<file path="src/rtl/dct_block_scheduler.sv">
// Round-robin arbiter sharing one 8x8 DCT engine between several block buffers:
// grants a ready buffer, walks its 64 fetch addresses and pulses a release when done.
module dct_block_scheduler #(
   parameter int NUM_BUFFERS = 5,
   parameter int SEL_WIDTH   = 3,
   parameter int COUNT_WIDTH = 16
) (
   input  logic                   clock,
   input  logic                   nreset,
   input  logic                   sof,
   input  logic [NUM_BUFFERS-1:0] buf_ready,
   output logic [NUM_BUFFERS-1:0] buf_release,
   output logic [SEL_WIDTH-1:0]   sel,
   output logic [5:0]             fetch_addr,
   output logic                   fetch_valid,
   input  logic                   dct_stall,
   output logic                   data_valid,
   output logic                   data_last,
   output logic                   busy,
   output logic [COUNT_WIDTH-1:0] block_count
);

   localparam logic [1:0] S_IDLE    = 2'd0;
   localparam logic [1:0] S_FETCH   = 2'd1;
   localparam logic [1:0] S_DRAIN   = 2'd2;
   localparam logic [1:0] S_RELEASE = 2'd3;

   logic [1:0]             state;
   logic [SEL_WIDTH-1:0]   rr;
   logic [NUM_BUFFERS-1:0] mask;
   logic                   pending_sof;

   logic [NUM_BUFFERS-1:0] eligible;
   logic [NUM_BUFFERS-1:0] sel_onehot;
   logic [SEL_WIDTH-1:0]   search_ptr;
   logic [SEL_WIDTH-1:0]   grant_idx;
   logic                   grant_found;
   logic [SEL_WIDTH-1:0]   next_rr;
   logic                   accepted;

   assign eligible    = buf_ready & ~mask;
   assign sel_onehot  = NUM_BUFFERS'(1) << sel;
   assign search_ptr  = sof ? '0 : rr;
   assign next_rr     = (sel == SEL_WIDTH'(NUM_BUFFERS - 1)) ? '0 : sel + SEL_WIDTH'(1);
   assign accepted    = (state == S_FETCH) && fetch_valid && !dct_stall;
   assign busy        = (state != S_IDLE);
   assign buf_release = (state == S_RELEASE) ? sel_onehot : '0;

   // First eligible index at or above the search pointer, wrapping modulo NUM_BUFFERS.
   always_comb begin
      logic [SEL_WIDTH:0]     cand;
      logic [NUM_BUFFERS-1:0] shifted;
      grant_found = 1'b0;
      grant_idx   = '0;
      cand        = '0;
      shifted     = '0;
      for (int unsigned i = 0; i < NUM_BUFFERS; i++) begin
         cand = {1'b0, search_ptr} + (SEL_WIDTH+1)'(i);
         if (cand >= (SEL_WIDTH+1)'(NUM_BUFFERS)) begin
            cand = cand - (SEL_WIDTH+1)'(NUM_BUFFERS);
         end
         shifted = eligible >> cand;
         if (!grant_found && shifted[0]) begin
            grant_found = 1'b1;
            grant_idx   = cand[SEL_WIDTH-1:0];
         end
      end
   end

   always_ff @(posedge clock) begin
      if (!nreset) begin
         state       <= S_IDLE;
         sel         <= '0;
         rr          <= '0;
         mask        <= '0;
         pending_sof <= 1'b0;
         fetch_addr  <= '0;
         fetch_valid <= 1'b0;
         data_valid  <= 1'b0;
         data_last   <= 1'b0;
         block_count <= '0;
      end else begin
         data_valid <= accepted;
         data_last  <= accepted && (fetch_addr == 6'd63);
         mask       <= '0;
         case (state)
            S_IDLE: begin
               if (sof) begin
                  block_count <= '0;
                  rr          <= '0;
               end
               if (grant_found) begin
                  sel         <= grant_idx;
                  fetch_addr  <= '0;
                  fetch_valid <= 1'b1;
                  state       <= S_FETCH;
               end
            end
            S_FETCH: begin
               if (sof) pending_sof <= 1'b1;
               if (accepted) begin
                  if (fetch_addr == 6'd63) begin
                     fetch_valid <= 1'b0;
                     state       <= S_DRAIN;
                  end else begin
                     fetch_addr <= fetch_addr + 6'd1;
                  end
               end
            end
            // Count lands here so the new total is visible alongside the release pulse.
            S_DRAIN: begin
               if (sof) pending_sof <= 1'b1;
               if (block_count != '1) block_count <= block_count + COUNT_WIDTH'(1);
               state <= S_RELEASE;
            end
            S_RELEASE: begin
               if (pending_sof || sof) begin
                  block_count <= '0;
                  rr          <= '0;
               end else begin
                  rr <= next_rr;
               end
               pending_sof <= 1'b0;
               mask        <= sel_onehot;
               state       <= S_IDLE;
            end
            default: state <= S_IDLE;
         endcase
      end
   end

endmodule

</file>
<file path="config.mk">
export PLATFORM = sky130hd
export DESIGN_NAME = dct_block_scheduler
export DESIGN_NICKNAME = d
export VERILOG_FILES = /design/src/rtl/dct_block_scheduler.sv
export SDC_FILE = /design/constraint.sdc
export NUM_CORES = 1
export LEC_CHECK = 0
export BUFFER_PORTS_ARGS = -buffer_cell sky130_fd_sc_hd__buf_4
export CAP_MARGIN = 20
export CORE_AREA = 2 2 59 117
export DETAILED_ROUTE_END_ITERATION = 12
export DIE_AREA = 0 0 61 119
export PLACE_DENSITY = 0.75
export SYNTH_ARGS = -nofsm -noshare
export SYNTH_HDL_FRONTEND = slang
export SYNTH_SLANG_ARGS = --single-unit
</file>
<file path="constraint.sdc">
create_clock -name clock -period 4 [get_ports clock]
set_input_delay 0.2 -clock clock [delete_from_list [all_inputs] [get_ports clock]]
set_output_delay 0.2 -clock clock [all_outputs]
set_load 0.02 [all_outputs]
</file>
# Word level (Yosys, flattened, before mapping)
# Index checks and enable logic that the tools add are counted.
[op_classes]
add_sub_neg = 12
order_cmp = 5
n_eq_ne = 14
shift = 6
n_mux = 38
bitwise_logic = 2
reduce_logical = 26
[ops]
columns = ["op", "count"]
rows = [
  ["$mux 16", 3],
  ["$pmux 16 s3", 1],
  ["$shr 5x4->1", 5],
  ["$mux 3", 8],
  ["$mux 4", 5],
  ["$mux 6", 3],
  ["$add 16x1->16 const B", 1],
  ["$ge 4x3->1 const B", 4],
  ["$ne 16x16->1 const B", 1],
  ["$sub 4x3->4 const B", 4],
  ["$pmux 6 s2", 1],
  ["$reduce_and 4->1", 3],
  ["$ne 2x2->1 const B", 5],
  ["$mux 1", 9],
  ["$add 3x2->4 const B", 2],
  ["$pmux 2 s4", 1],
  ["$reduce_bool 2->1", 4],
  ["$logic_and 1x1->1", 7],
  ["$add 6x1->6 const B", 1],
  ["$eq 6x6->1 const B", 1],
  ["$mux 2", 3],
  ["$ne 2x1->1 const B", 3],
  ["$pmux 3 s2", 1],
  ["$and 5x5->5", 1],
  ["19 further kinds", 26],
]
[totals]
register_bits = 39
output_inout_bits = 34
elab_cells = 113

# Depth between registers and ports, before layout
[logic_depth]
ltp_word = 19
depth_mapped = 15
depth_no_buf = 12

# Worst setup path before layout
# Ideal clock, no wire load.
[synth_path]
path_kind = "reg2reg"
start = "register rr[2]"
end = "register fetch_addr[4]"
setup_time_ns = 0.070
t_arrival_ns = 3.052
t_required_ns = 3.930
setup_slack_ns = 0.878
path_stages_with_launch = 15
n_path_buf = 3
synth_period_minus_slack_ns = 3.122
path_cell_list = "dfxtp_1 -> nor2b_1 -> buf_4 -> inv_4 -> ha_1 -> buf_6 -> or4b_4 -> o311ai_4 -> and2_1 -> o311ai_2 -> a21oi_4 -> o41ai_2 -> buf_6 -> or4_1 -> a21oi_1"
[synth_between]
elab_chain_cells = 19
word_cells_on_any_way = 40
[synth_lines]
columns = ["item", "line", "source"]
rows = [
  ["from (decl)", "29", "logic [SEL_WIDTH-1:0] rr;"],
  ["from (signal assigned)", "121", "rr <= next_rr;"],
  ["$mux 3 (*)", "--", ""],
  ["parallel branches: the longest is 15 deep, another holds $add 3x1->4", "--", ""],
  ["$mux 1 (*)", "63", "if (!grant_found && shifted[0]) begin"],
  ["$ne 2x2->1 (no line) (*)", "--", ""],
  ["$reduce_and 4->1 (no line) (*)", "--", ""],
  ["to (signal assigned)", "106", "fetch_addr <= fetch_addr + 6'd1;"],
  ["to (decl)", "14", "output logic [5:0] fetch_addr,"],
]
# Every way passes the cells marked *.
# A chain may end at the register's enable or synchronous reset.

# Worst setup path after layout
[layout_path]
start = "register rr[0]"
end = "register fetch_addr[5]"
# Same word-level chain as after synthesis.

==> qor.txt <==
Worst Path Required -> 4.21 ns
WP data arrival -> 3.71 ns
Ant. Diodes -> 0
Buffers & Inverters on Critical Path -> 2
Row Count -> 42
Share of cells above drive strength 1 -> 0.213
Total clock buffers created by CTS -> 5
FF+latch count, synth -> 39
HPWL after DPL -> 5.43 mm
Max frequency -> 286 MHz
Synth Warn # -> 0
Placed Area -> 3340 sq um
# H-tree levels -> 2
Final hold vios -> 0
Period utilisation layout -> 0.873
Post-synth top area cell -> dfxtp_1
Grt ovf -> 0
Post-Route Hold Slack -> 0.245 ns
Number of setup violations in the final report -> 0
Hold crit path type -> input pin to flop
Number of max-cap violations -> 0
Core outline area -> 6460 sq um
Pwr dens -> 411 nW/um^2
Worst stage delay on the critical path -> 0.52 ns
Die Y -> 119 um
Cell variety after synth -> 74
Starting DRT DRC Count -> 164
Routability Congestion -> 0.900
Die ar. -> 7260 sq um
Startpoint types -> flop
Worst Skew -> 0.00520 ns
Max FO, Critical Path -> 14
IO Port Bufs -> 42
Post-CTS Setup Inserts -> 0
Crit path max-delay family -> compound AO/OA/AOI/OAI gates
Drt pass-1 iters -> 6
Initial antenna violation count -> 0
Largest cells by area after synthesis -> dfxtp_1 (26%), ha_1 (8.8%), nor2_1 (4.3%)
Grt peak-use layer -> met2
Peak supply drop -> 300 uV
GR Util met1 -> 0.260
CTS tree -> done
Area growth syn-to-layout -> 18.4%
Post-Synthesis Cells -> 357
Chip width -> 61 um
CTS Sinks -> 39
RSZ-0062 raised after global routing -> no
# IOs -> 43
Slew HR -> 0.675
M2 GR Usage -> 0.333
Final #Nets -> 428
CP Class -> flop to flop
Met3 global-route usage -> 0.0358
Syn_area_per_cell -> 8.32 sq um
Final ANT Viol Nets -> 0
Drt total wl -> 7.29 mm
Critical-path top delay cell -> dfxtp_1
Initial Util -> 0.459
Leak pwr -> 1.48 nW
Post-synth EDFFs -> 0
CTS resizes -> 0
Slew Limit Fails -> 0
CP endpoint kind -> flop
Min cycle time layout -> 3.49 ns
CP Cell Sequence -> nand2b_2, inv_2, ha_1, a21oi_2, a211oi_4, mux2i_1, o22ai_2, o2111ai_4, o41ai_2, buf_4, or4_1, a21oi_1
Total track usage -> 0.208
Vias in the first global route -> 2544
Average vias per placed instance -> 5.63
Fillers -> 615
Async set or reset register ratio after synthesis -> 0
Syn_nets -> 387
CTS root buf -> clkbuf_16
Vias -> 2741
Sequential Area -> 781 sq um
Max clock buf depth -> 2
Largest net degree at the start of global routing -> 17
First-pass GRT wire length -> 11.7 mm
Power, Total -> 1.45 mW
Worst-Skew Late Latency -> 0.28 ns
DRC viols -> 0
Post-route cell area -> 3520 sq um
Mapped Area -> 2970 sq um
Area of the multi-input gates -> 2030 sq um
Outcome -> finished, final reports clean
Sequential-to-total area share from yosys stat -> 0.263
Worst-path clk slew -> 0.06 ns
Synth top area share -> 0.263
WL per Instance -> 15.0 um
CTS Hold Buffers Added -> 0
Top FF cell, synth -> dfxtp_1
Setup TNS -> 0 ns
Worst slew pin tran -> 0.482 ns
## layout make-up
type / count / share of cell area
multi-input cells: 286 / 0.578
inverters: 20 / 0.0221
clock inverters: 3 / 0.0125
flip-flops and latches: 39 / 0.222
clock buffers: 5 / 0.0356
repair buffers: 46 / 0.0982
well taps: 88 / 0.0313
## power by group
group | internal (mW) | switching [mW] | total [mW]
sequential | 0.431 | 0.0469 | 0.478
clock | 0.294 | 0.158 | 0.452
combinational | 0.205 | 0.311 | 0.516
total | 0.930 | 0.516 | 1.45
## metal layers
metal / routed length (um) / share of wire
met1: 3120 / 0.43
met2: 3500 / 0.48
met3: 394 / 0.054
met4: 267 / 0.037
met5: 0 / 0
## cells by family after synthesis
family | synth area share
AO/OA/AOI/OAI | 0.235
XOR/XNOR | 0.0413
adder cells (fa/ha/maj) | 0.0885
buffers and inverters | 0.0539
flip-flops | 0.263
multiplexers | 0.0569
AND/OR/NAND/NOR | 0.261
## stage by stage
step | util | worst slack, ns | cells
finish | 0.544 | 0.507 | 487
floorplan | - | 0.878 | 357
CTS | 0.543 | 0.529 | 486
global route | 0.544 | 0.218 | 487
detailed placement | 0.517 | 0.547 | 478
global placement | 0.517 | 0.602 | 478
## state kept, by name (all words and copies together), names as in the netlist
register     flops
pending_sof      1
block_count     16
state            2
fetch_addr       6
sel              3
fetch_valid      1
rr               3
data_last        1
data_valid       1
mask             5
## final timing paths
check                            startpoint             to  slack, ns  cells past startpoint
worst max-delay path                  rr[0]  fetch_addr[5]       0.51                     12
worst min-delay path              dct_stall    fetch_valid       0.24                      3
worst max register to register        rr[0]  fetch_addr[5]       0.51                     12
worst min register to register  pending_sof    pending_sof       0.48                      2
## tightest hold or removal path: stages
cell      delay [ns]
buf_4           0.08
o311ai_0        0.11
o21ai_1         0.09
## cell usage after synthesis (all sizes together) (2+ instances only)
cell type / count
dfxtp: 39
nor2: 34
a21oi: 24
nand2: 24
o21ai: 23
ha: 21
inv: 20
mux2i: 12
nand2b: 12
nor3: 12
nand3: 11
and3: 8
buf: 8
xnor2: 8
and2: 7
nor2b: 6
or3: 6
xor2: 6
a221oi: 5
a21boi: 4
clkbuf: 4
nand3b: 4
o31ai: 4
nand4: 3
nor4: 3
o21a: 3
o22ai: 3
o311ai: 3
or4: 3
a211o: 2
a22oi: 2
and4: 2
mux2: 2
o2111ai: 2
o211a: 2
o211ai: 2
o31a: 2
or2: 2
## cell usage in the layout (no fill, tap or decap), types with 3 or more instances in the layout
cell type	count
and3_1	8
nand4_1	3
inv_1	17
nor3_1	12
nand2b_1	10
o21ai_0	19
a221oi_1	5
buf_4	46
clkbuf_16	5
a21oi_1	21
nand3_1	11
mux2i_1	11
or4_1	3
o21ai_1	4
and2_1	6
o21a_1	3
a21boi_0	3
xor2_1	6
nor2b_1	6
or3_1	6
ha_1	21
xnor2_1	8
dfxtp_1	39
nand2_1	24
nor4_1	3
nand3b_1	4
nor2_1	34
(Power assumes the default switching activity.)
